## config.mk

```make
export PLATFORM = sky130hd
export DESIGN_NAME = kronos_ssd_ctrl_flat
export DESIGN_NICKNAME = d
export VERILOG_FILES = /design/src/rtl/kronos_ssd_ctrl_if.sv /design/src/rtl/kronos_ssd_ctrl.sv /design/src/flat_wrapper.sv
export SDC_FILE = /design/constraint.sdc
export NUM_CORES = 1
export LEC_CHECK = 0
export BUFFER_PORTS_ARGS = -buffer_cell sky130_fd_sc_hd__buf_2
export CORE_ASPECT_RATIO = 0.75
export CORE_MARGIN = 1
export CORE_UTILIZATION = 54
export CTS_CLUSTER_DIAMETER = 50
export DETAILED_ROUTE_END_ITERATION = 10
export MAX_ROUTING_LAYER = met4
export PLACE_DENSITY = 0.95
export SLEW_MARGIN = 10
export SYNTH_ARGS = -nofsm -noshare
export SYNTH_HDL_FRONTEND = slang
export SYNTH_SLANG_ARGS = --single-unit
```

## constraint.sdc

```tcl
create_clock -name clk -period 5.6 [get_ports clk]
set_input_delay 0.56 -clock clk [delete_from_list [all_inputs] [get_ports clk]]
set_output_delay 0.56 -clock clk [all_outputs]
set_load 0.05 [all_outputs]
```

## src/rtl/kronos_ssd_ctrl_if.sv

```systemverilog
// Bus interface between the Kronos data bus and the PmodSSD driver.
// master: drives address/request/write controls and write data; receives read data and ack.
// slave : receives address/request/write controls; returns read data and ack.
interface kronos_ssd_ctrl_if;
  logic [3:0]  data_addr;
  logic        data_req;
  logic        data_we;
  logic [31:0] data_wr_data;
  logic [3:0]  data_mask;
  logic [31:0] data_rd_data;
  logic        data_ack;

  modport master (
    output data_addr, data_req, data_we, data_wr_data, data_mask,
    input  data_rd_data, data_ack
  );

  modport slave (
    input  data_addr, data_req, data_we, data_wr_data, data_mask,
    output data_rd_data, data_ack
  );
endinterface

```

## src/rtl/kronos_ssd_ctrl.sv

```systemverilog
// Memory-mapped driver for the dual-digit PmodSSD.
// Firmware writes VALUE (two hex nibbles) and CTRL (EN, BLINK); the block
// alternates CAT between the two digits and drives the decoded segments.
// Ports:
//   clk   - system clock
//   rstz  - asynchronous active-low reset
//   bus   - slave side of the data bus (addr/req/we/wr_data/mask in, rd_data/ack out)
//   CAT   - digit select: 0 = right digit (VALUE[3:0]), 1 = left digit (VALUE[7:4])
//   seg   - active-high segments, seg[0]=AA .. seg[6]=AG
module kronos_ssd_ctrl #(
  parameter int REFRESH_DIV = 1024,
  parameter int BLINK_DIV   = 256
) (
  input  logic                     clk,
  input  logic                     rstz,
  kronos_ssd_ctrl_if.slave         bus,
  output logic                     CAT,
  output logic [6:0]               seg
);

  localparam int RW = (REFRESH_DIV > 1) ? $clog2(REFRESH_DIV) : 1;
  localparam int BW = (BLINK_DIV > 1) ? $clog2(BLINK_DIV) : 1;
  localparam logic [RW-1:0] REFRESH_LAST = RW'(REFRESH_DIV - 1);
  localparam logic [BW-1:0] BLINK_LAST   = BW'(BLINK_DIV - 1);

  typedef enum logic [0:0] {
    ST_IDLE = 1'b0,
    ST_ACK  = 1'b1
  } bus_state_t;

  // Hex digit to gfedcba segment pattern.
  function automatic logic [6:0] hex7(input logic [3:0] d);
    logic [6:0] s;
    case (d)
      4'h0:    s = 7'h3F;
      4'h1:    s = 7'h06;
      4'h2:    s = 7'h5B;
      4'h3:    s = 7'h4F;
      4'h4:    s = 7'h66;
      4'h5:    s = 7'h6D;
      4'h6:    s = 7'h7D;
      4'h7:    s = 7'h07;
      4'h8:    s = 7'h7F;
      4'h9:    s = 7'h6F;
      4'hA:    s = 7'h77;
      4'hB:    s = 7'h7C;
      4'hC:    s = 7'h39;
      4'hD:    s = 7'h5E;
      4'hE:    s = 7'h79;
      4'hF:    s = 7'h71;
      default: s = 7'h00;
    endcase
    return s;
  endfunction

  bus_state_t      state_r, state_nxt_s;
  logic            accept_s;
  logic            ack_s;
  logic [7:0]      value_r, value_nxt_s;
  logic [1:0]      ctrl_r, ctrl_nxt_s;
  logic [31:0]     rd_data_r, rd_data_nxt_s;
  logic [RW-1:0]   rcnt_r, rcnt_nxt_s;
  logic            wrap_s;
  logic            cat_r, cat_nxt_s;
  logic [BW-1:0]   bcnt_r, bcnt_nxt_s;
  logic            blink_on_r, blink_on_nxt_s;
  logic [6:0]      seg_r, seg_nxt_s;
  logic            blank_s;

  // Bus handshake state register.
  always_ff @(posedge clk or negedge rstz) begin
    if (!rstz) state_r <= ST_IDLE;
    else       state_r <= state_nxt_s;
  end

  // Bus handshake next state: a request seen in IDLE is acked next cycle,
  // and the ack cycle always returns to IDLE, so a held req is not re-sampled.
  always_comb begin
    state_nxt_s = state_r;
    case (state_r)
      ST_IDLE: begin
        if (bus.data_req) state_nxt_s = ST_ACK;
        else              state_nxt_s = ST_IDLE;
      end
      ST_ACK:  state_nxt_s = ST_IDLE;
      default: state_nxt_s = ST_IDLE;
    endcase
  end

  // Bus handshake outputs.
  always_comb begin
    accept_s = 1'b0;
    ack_s    = 1'b0;
    case (state_r)
      ST_IDLE: accept_s = bus.data_req;
      ST_ACK:  ack_s    = 1'b1;
      default: begin
        accept_s = 1'b0;
        ack_s    = 1'b0;
      end
    endcase
  end

  // Register writes (lane 0 only) and registered read data.
  always_comb begin
    value_nxt_s   = value_r;
    ctrl_nxt_s    = ctrl_r;
    rd_data_nxt_s = 32'h0000_0000;
    if (accept_s && bus.data_we) begin
      if (bus.data_mask[0]) begin
        case (bus.data_addr[3:2])
          2'd0:    value_nxt_s = bus.data_wr_data[7:0];
          2'd1:    ctrl_nxt_s  = bus.data_wr_data[1:0];
          default: value_nxt_s = value_r;
        endcase
      end else begin
        value_nxt_s = value_r;
      end
    end else if (accept_s) begin
      case (bus.data_addr[3:2])
        2'd0:    rd_data_nxt_s = {24'h00_0000, value_r};
        2'd1:    rd_data_nxt_s = {30'h0000_0000, ctrl_r};
        default: rd_data_nxt_s = 32'h0000_0000;
      endcase
    end else begin
      rd_data_nxt_s = 32'h0000_0000;
    end
  end

  // Refresh counter, digit select and blink phase.
  always_comb begin
    wrap_s     = (rcnt_r == REFRESH_LAST);
    rcnt_nxt_s = wrap_s ? '0 : rcnt_r + 1'b1;
    cat_nxt_s  = wrap_s ? ~cat_r : cat_r;
    bcnt_nxt_s     = bcnt_r;
    blink_on_nxt_s = blink_on_r;
    // Blink phase follows the CTRL value being committed this cycle so that
    // clearing BLINK takes effect on the same edge as the write.
    if (!ctrl_nxt_s[1]) begin
      bcnt_nxt_s     = '0;
      blink_on_nxt_s = 1'b1;
    end else if (wrap_s) begin
      if (bcnt_r == BLINK_LAST) begin
        bcnt_nxt_s     = '0;
        blink_on_nxt_s = ~blink_on_r;
      end else begin
        bcnt_nxt_s = bcnt_r + 1'b1;
      end
    end else begin
      bcnt_nxt_s = bcnt_r;
    end
  end

  // Segment pattern from next-cycle state, so writes and wraps land together.
  always_comb begin
    blank_s = !ctrl_nxt_s[0] || (ctrl_nxt_s[1] && !blink_on_nxt_s);
    if (blank_s) seg_nxt_s = 7'h00;
    else         seg_nxt_s = hex7(cat_nxt_s ? value_nxt_s[7:4] : value_nxt_s[3:0]);
  end

  // Datapath registers.
  always_ff @(posedge clk or negedge rstz) begin
    if (!rstz) begin
      value_r    <= 8'h00;
      ctrl_r     <= 2'b00;
      rd_data_r  <= 32'h0000_0000;
      rcnt_r     <= '0;
      cat_r      <= 1'b0;
      bcnt_r     <= '0;
      blink_on_r <= 1'b1;
      seg_r      <= 7'h00;
    end else begin
      value_r    <= value_nxt_s;
      ctrl_r     <= ctrl_nxt_s;
      rd_data_r  <= rd_data_nxt_s;
      rcnt_r     <= rcnt_nxt_s;
      cat_r      <= cat_nxt_s;
      bcnt_r     <= bcnt_nxt_s;
      blink_on_r <= blink_on_nxt_s;
      seg_r      <= seg_nxt_s;
    end
  end

  assign bus.data_ack     = ack_s;
  assign bus.data_rd_data = rd_data_r;
  assign CAT              = cat_r;
  assign seg              = seg_r;

endmodule
```

## src/flat_wrapper.sv

```systemverilog
// flat-port wrapper written by rule: the top's interface ports become plain ports
module kronos_ssd_ctrl_flat 
#(
  parameter int REFRESH_DIV = 1024,
  parameter int BLINK_DIV   = 256
)
  (clk, rstz, CAT, seg, bus_data_addr, bus_data_req, bus_data_we, bus_data_wr_data, bus_data_mask, bus_data_rd_data, bus_data_ack);
  kronos_ssd_ctrl_if bus_i ();
  input  logic clk;
  input  logic rstz;
  output logic CAT;
  output logic [6:0] seg;
  input wire logic [$bits(bus_i.data_addr)-1:0] bus_data_addr;
  input wire logic [$bits(bus_i.data_req)-1:0] bus_data_req;
  input wire logic [$bits(bus_i.data_we)-1:0] bus_data_we;
  input wire logic [$bits(bus_i.data_wr_data)-1:0] bus_data_wr_data;
  input wire logic [$bits(bus_i.data_mask)-1:0] bus_data_mask;
  output wire logic [$bits(bus_i.data_rd_data)-1:0] bus_data_rd_data;
  output wire logic [$bits(bus_i.data_ack)-1:0] bus_data_ack;
  assign bus_i.data_addr = bus_data_addr;
  assign bus_i.data_req = bus_data_req;
  assign bus_i.data_we = bus_data_we;
  assign bus_i.data_wr_data = bus_data_wr_data;
  assign bus_i.data_mask = bus_data_mask;
  assign bus_data_rd_data = bus_i.data_rd_data;
  assign bus_data_ack = bus_i.data_ack;
  kronos_ssd_ctrl #(.REFRESH_DIV(REFRESH_DIV), .BLINK_DIV(BLINK_DIV)) u_core (.clk(clk), .rstz(rstz), .bus(bus_i), .CAT(CAT), .seg(seg));
endmodule
```

== Yosys cells after proc, flatten, opt, wreduce, memory -nomap -nowiden ==
Memory sizes are Yosys's and may differ from the RTL's.
Index checks and enable logic that the tools add are counted.
Storage, ports and cells
  memory bits (writable): 0
  latch bits: 0
  ROM bits: 112
  memories: 1
  register bits after elaboration: 70
  input bits: 44
Memories
  (name not given): depth 16, width 7, read ports 1, clocked after Yosys merged registers in 0, wr ports 0, line kronos_ssd_ctrl.sv:34  | case (d)
Operators by class
  add/sub/neg operators: 2
  divide/modulo/power cells: 0
  $lt $le $gt $ge: 0
  $mul: 0
  reductions and logical operators: 6
  shift-type cells: 0
  bitwise gates (word level): 3
  muxes and demuxes: 23
  equality and inequality tests: 4
Operators with widths (count)
  8-bit two-way mux: 7
  32-bit two-way mux: 1
  8-bit case mux with 2 select lines: 1
  10-bit by 1-bit adder with 10-bit output (second input constant): 1
  10-bit == test (second input constant): 1
  10-bit two-way mux: 1
  8-bit by 1-bit adder with 8-bit output (second input constant): 1
  8-bit == test (second input constant): 1
  1-bit two-way mux: 7
  7-bit two-way mux: 1
  2-bit two-way mux: 3
  4-bit two-way mux: 1
  1-bit inverter: 3
  2-bit by 1-bit == test with 1-bit output (second input constant): 1
  1-bit logical AND: 2
  1-bit zero test: 2
  2-bit zero test: 1
  2-bit inequality test (second input constant): 1
  1-bit case mux with 2 select lines: 1
  1-bit logical OR: 1

== Depth between registers and ports, before layout ==
  depth in word-level cells: 9
  depth in mapped cells: 11
  mapped depth without buffers: 10

== Worst setup path before layout ==
Ideal clock, no wire load.
  path kind: register -> register
  start: register u_core.state_r
  end: register u_core.seg_r[3] (netlist: u_core.seg[3])
  clock period less this slack: 2490 ps
  stages on the path, launching flop included: 11
  arrival time: 2360 ps
  buffers on the path: 1
  library setup time: 130 ps
  data required time: 5470 ps
  path slack: 3110 ps
  path through: dfrtp_1 -> nand2b_1 -> buf_2 -> inv_2 -> nand2_1 -> mux2i_1 -> mux2i_1 -> inv_1 -> ha_1 -> a211oi_1 -> nor3b_2
Between the ends
  longest elaborated chain between the ends: 8
  elaborated cells on any way between the ends: 12
RTL lines
  from (decl): line kronos_ssd_ctrl.sv:56  | bus_state_t state_r, state_nxt_s;
  from (signal assigned): line kronos_ssd_ctrl.sv:73  | else state_r <= state_nxt_s;
  1-bit two-way mux *: line kronos_ssd_ctrl.sv:94  | case (state_r)
  named net u_core.accept_s: line kronos_ssd_ctrl.sv:57  | logic accept_s;
  1-bit logical AND *: line kronos_ssd_ctrl.sv:109  | if (accept_s && bus.data_we) begin
  branches (longest 5 deep; another with memory read 16 x 7 bit)
  7-bit two-way mux *: line kronos_ssd_ctrl.sv:157  | if (blank_s) seg_nxt_s = 7'h00;
  named net u_core.seg_nxt_s[3]: line kronos_ssd_ctrl.sv:67  | logic [6:0] seg_r, seg_nxt_s;
  to (signal assigned): line kronos_ssd_ctrl.sv:180  | seg_r <= seg_nxt_s;
  to (decl): line kronos_ssd_ctrl.sv:67
Mark *: on every way through the listed nets, which the timed path passes.
A chain may end at the register's enable or synchronous reset.

== Worst setup path after layout ==
  start: register u_core.rcnt_r[0]
  end: register u_core.seg_r[3] (netlist: u_core.seg[3])
Between the ends
  longest elaborated chain between the ends: 7
  elaborated cells on any way between the ends: 10
RTL lines
  from (decl): line kronos_ssd_ctrl.sv:62  | logic [RW-1:0] rcnt_r, rcnt_nxt_s;
  from (signal assigned): line kronos_ssd_ctrl.sv:176  | rcnt_r <= rcnt_nxt_s;
  10-bit == test *: line kronos_ssd_ctrl.sv:132  | wrap_s = (rcnt_r == REFRESH_LAST);
  branches (longest 5 deep; another with memory read 16 x 7 bit)
  7-bit two-way mux *: line kronos_ssd_ctrl.sv:157
  named net u_core.seg_nxt_s[3]: line kronos_ssd_ctrl.sv:67
Marks and branches as above.

==> run summary <==
Slew @ Worst Pin: 0.9728 ns
Crit end category: register
Tot Pwr: 0.8771 mW
Post-CTS setup buffers: 0
Clock network power share: 0.285
Die X: 80.78 microns
Drt total wl: 4.323 mm
Hold-fix buffers at CTS: 0
PD cells: 320.7 nW/um^2
Vias per cell: 5.325
Die area: 4934 sq um
Post-CTS Resized: 0
Post-synth cell types: 48
Synthesis-to-layout area growth: 8.810%
Routed WL per cell: 13.38 microns
Max stage delay on crit path: 0.51 ns
Skew final: 0.006428 ns
Largest family of logic cells by synthesized area: simple AND/OR/NAND/NOR gates
ANT cells: 0
Placer Congestion: 0.8682
Complex-gate fraction of the synthesized area: 0.09059
Sw frac: 0.3566
Fmax: 355.4 MHz
Post-Place Cell Area: 2623 sq um
Die span in y: 61.09 microns
CTS tree: built
Final Hold Slack: 0.4000 ns
Simple-Gate Fraction of Synth Area: 0.1877
Fraction of layout cells with a size suffix above 1: 0.2030
Boundary pin count: 85
Fin worst setup slack: 2.787 ns
Max Buffers Root-to-Sink: 2
Worst flop-to-flop path endpoint: u_core.seg[3]
Starting Density: 0.5627
Pint: 0.5644 mW
Worst reg2reg path startpoint: u_core.rcnt_r[0]
Global-route wire length before repair: 7.272 mm
Std cell rows: 21
Total GRT Usage: 0.2093
Worst skew pair latency: 0.31 ns
HPWL after DPL: 3.189 mm
H-tree depth: 2
Synth Warn #: 0
R2R cell count: 9
Max Slew Vio Count: 0
Drt first-iter violations: 129
CP cell instances: ha_1, and2_1, a31oi_1, nor2_2, mux2i_1, inv_1, ha_1, a211oi_1, nor3b_2
Main flop type after synthesis: dfrtp_1
CTS clock-pin slew for the worst setup and hold paths: 0.09 ns
Yosys reg bits: 46
RSZ-0062 raised after global routing: false
Port bufs: 31
Worst Setup Start Kind: register
Multiplexer share of the synthesized area: 0.06172
CTS buffer count: 5
Crit Path Category: register to register
Top cell by count, worst path: ha_1
Asr flop ratio synth: 1.000
CTS sink cnt: 46
DRC viols: 0
CP Max Fanout: 7
DP Cell Count: 315
Nets@finish: 317
XOR/XNOR Fraction of Synth Area: 0.05973
Post-synthesis cell count: 232
Max cap viols: 0
Initial antenna violation count: 0
Max VDD drop: 163.4 uV
Remaining antenna violation count: 0
Post-route cell area: 2735 sq um
CP max stage cell: mux2i_1
Comb pwr share: 0.288
Vias in the first global route: 1576
Final Util: 0.6123
Register-to-Register Setup Slack: 2.79 ns
Worst Hold Class: input pin to asynchronous set/reset pin
GR Overflow Total: 0
Final cell count without fillers: 323
Vias: 1720
Post-synth EDFFs: 0
Worst slack, placed: 2.673 ns
CP Data Required Time: 5.79 ns
CP arrival: 3.01 ns
Min cycle time layout: 2.813 ns
Commonest non-fill, non-tap cell in the layout: dfrtp_1
Slew margin rel.: 0.3515
Pre-antenna DRT Iters: 4
Post-synthesis adder-cell area fraction: 0.03982
NetSw: 0.3128 mW
Clk root buf: clkbuf_8
Largest net degree at the start of global routing: 47
Reg power frac: 0.427
Outcome: complete, no violations
Synthesized cell area: 2514 sq um
Endpoints failing setup: 0
Leak pwr: 1.432 nW
Final worst-path cycle share: 0.5024
Most frequent cells in the layout: dfrtp_1, buf_2, conb_1
Core Box Area: 4467 sq um
Hold Fails Final Rpt: 0
Setup_tns: 0 ns
Mapped Avg Cell Area: 10.83 sq um
Sequential-to-total area share from yosys stat: 0.4584
flip-flops by register name (all words and copies together), names as in the netlist:
signal                   flops
u_core.ctrl_r                2
u_core.blink_on_r            1
u_core.bus.data_rd_data      8
u_core.state_r               1
u_core.value_r               8
u_core.seg                   7
u_core.bcnt_r                8
u_core.CAT                   1
u_core.rcnt_r               10
critical path, delay by kind of cell (launching register included):
family	cells	cell delay, ns
compound gates	2	0.65
fa+ha+maj	2	0.60
mux	1	0.51
flops	1	0.42
simple gates	3	0.39
buf+inv	1	0.14
metal layers:
layer | share of wire | GRT usage
met2 | 0.48 | 0.3487
met4 | 0.016 | 0.08418
met3 | 0.056 | 0.04444
met5 | 0 | -
met1 | 0.45 | 0.2526
Yosys cell counts (2+ instances only):
cell | n | area (sq um)
nor4_1 | 3 | 18.77
o211ai_1 | 2 | 15.01
nand4_1 | 3 | 18.77
o221a_1 | 4 | 45.04
xnor2_1 | 4 | 35.03
and2_1 | 7 | 43.79
nand2_1 | 16 | 60.06
and3_1 | 4 | 25.02
o211a_1 | 4 | 40.04
nor4_4 | 2 | 42.54
mux2i_1 | 13 | 130.1
and4_1 | 4 | 35.03
buf_4 | 25 | 187.7
inv_1 | 10 | 37.54
nand3_1 | 10 | 50.05
dfrtp_1 | 45 | 1126
a21oi_1 | 3 | 15.01
nor2_1 | 12 | 45.04
xor2_1 | 10 | 87.58
nor3_1 | 8 | 40.04
o21ai_0 | 7 | 35.03
a211oi_1 | 2 | 15.01
clkbuf_1 | 2 | 7.510
ha_1 | 8 | 100.1
kinds of logic (layout without fill, tap and decap cells):
family                     after synthesis  after routing
buffers and inverters                   40             51
and+or+nand+nor                         79             79
AOI/OAI and AO/OA                       28             28
xor gates and xnor gates                15             15
other                                    1             24
DFF                                     46             46
muxes                                   15             15
adders and majority gates                8              8
cell type report:
class / instances / area [sq um]
Clock inverter: 3 / 43.79
Inverter: 11 / 41.29
Fill cell: 372 / 1732
Tap cell: 57 / 71.32
Timing Repair Buffer: 32 / 162.7
Sequential cell: 46 / 1152
Multi-Input combinational cell: 169 / 1195
Clock buffer: 5 / 68.82
how the worst max path moves through the flow:
stage | from | slack, ns | endpoint | cells after the start
floorplan | u_core.state_r | 3.11 | u_core.seg[3] | 10
global placement | bus_data_addr[2] | 2.78 | u_core.seg[3] | 9
detailed placement | bus_data_addr[2] | 2.67 | u_core.seg[3] | 9
CTS | u_core.rcnt_r[0] | 2.77 | u_core.seg[3] | 9
global route | u_core.rcnt_r[0] | 2.54 | u_core.seg[3] | 10
finish | u_core.rcnt_r[0] | 2.79 | u_core.seg[3] | 9
power groups by stage:
stage / sequential (mW) / combinational (mW) / clock (mW)
final: 0.374 / 0.253 / 0.250
after global routing: 0.379 / 0.273 / 0.275
after global placement: 0.380 / 0.245 / 0
after floorplan: 0.439 / 0.155 / 0
after CTS: 0.375 / 0.254 / 0.258
after detailed placement: 0.381 / 0.253 / 0
Note: power is estimated with default switching activity, not from simulation.
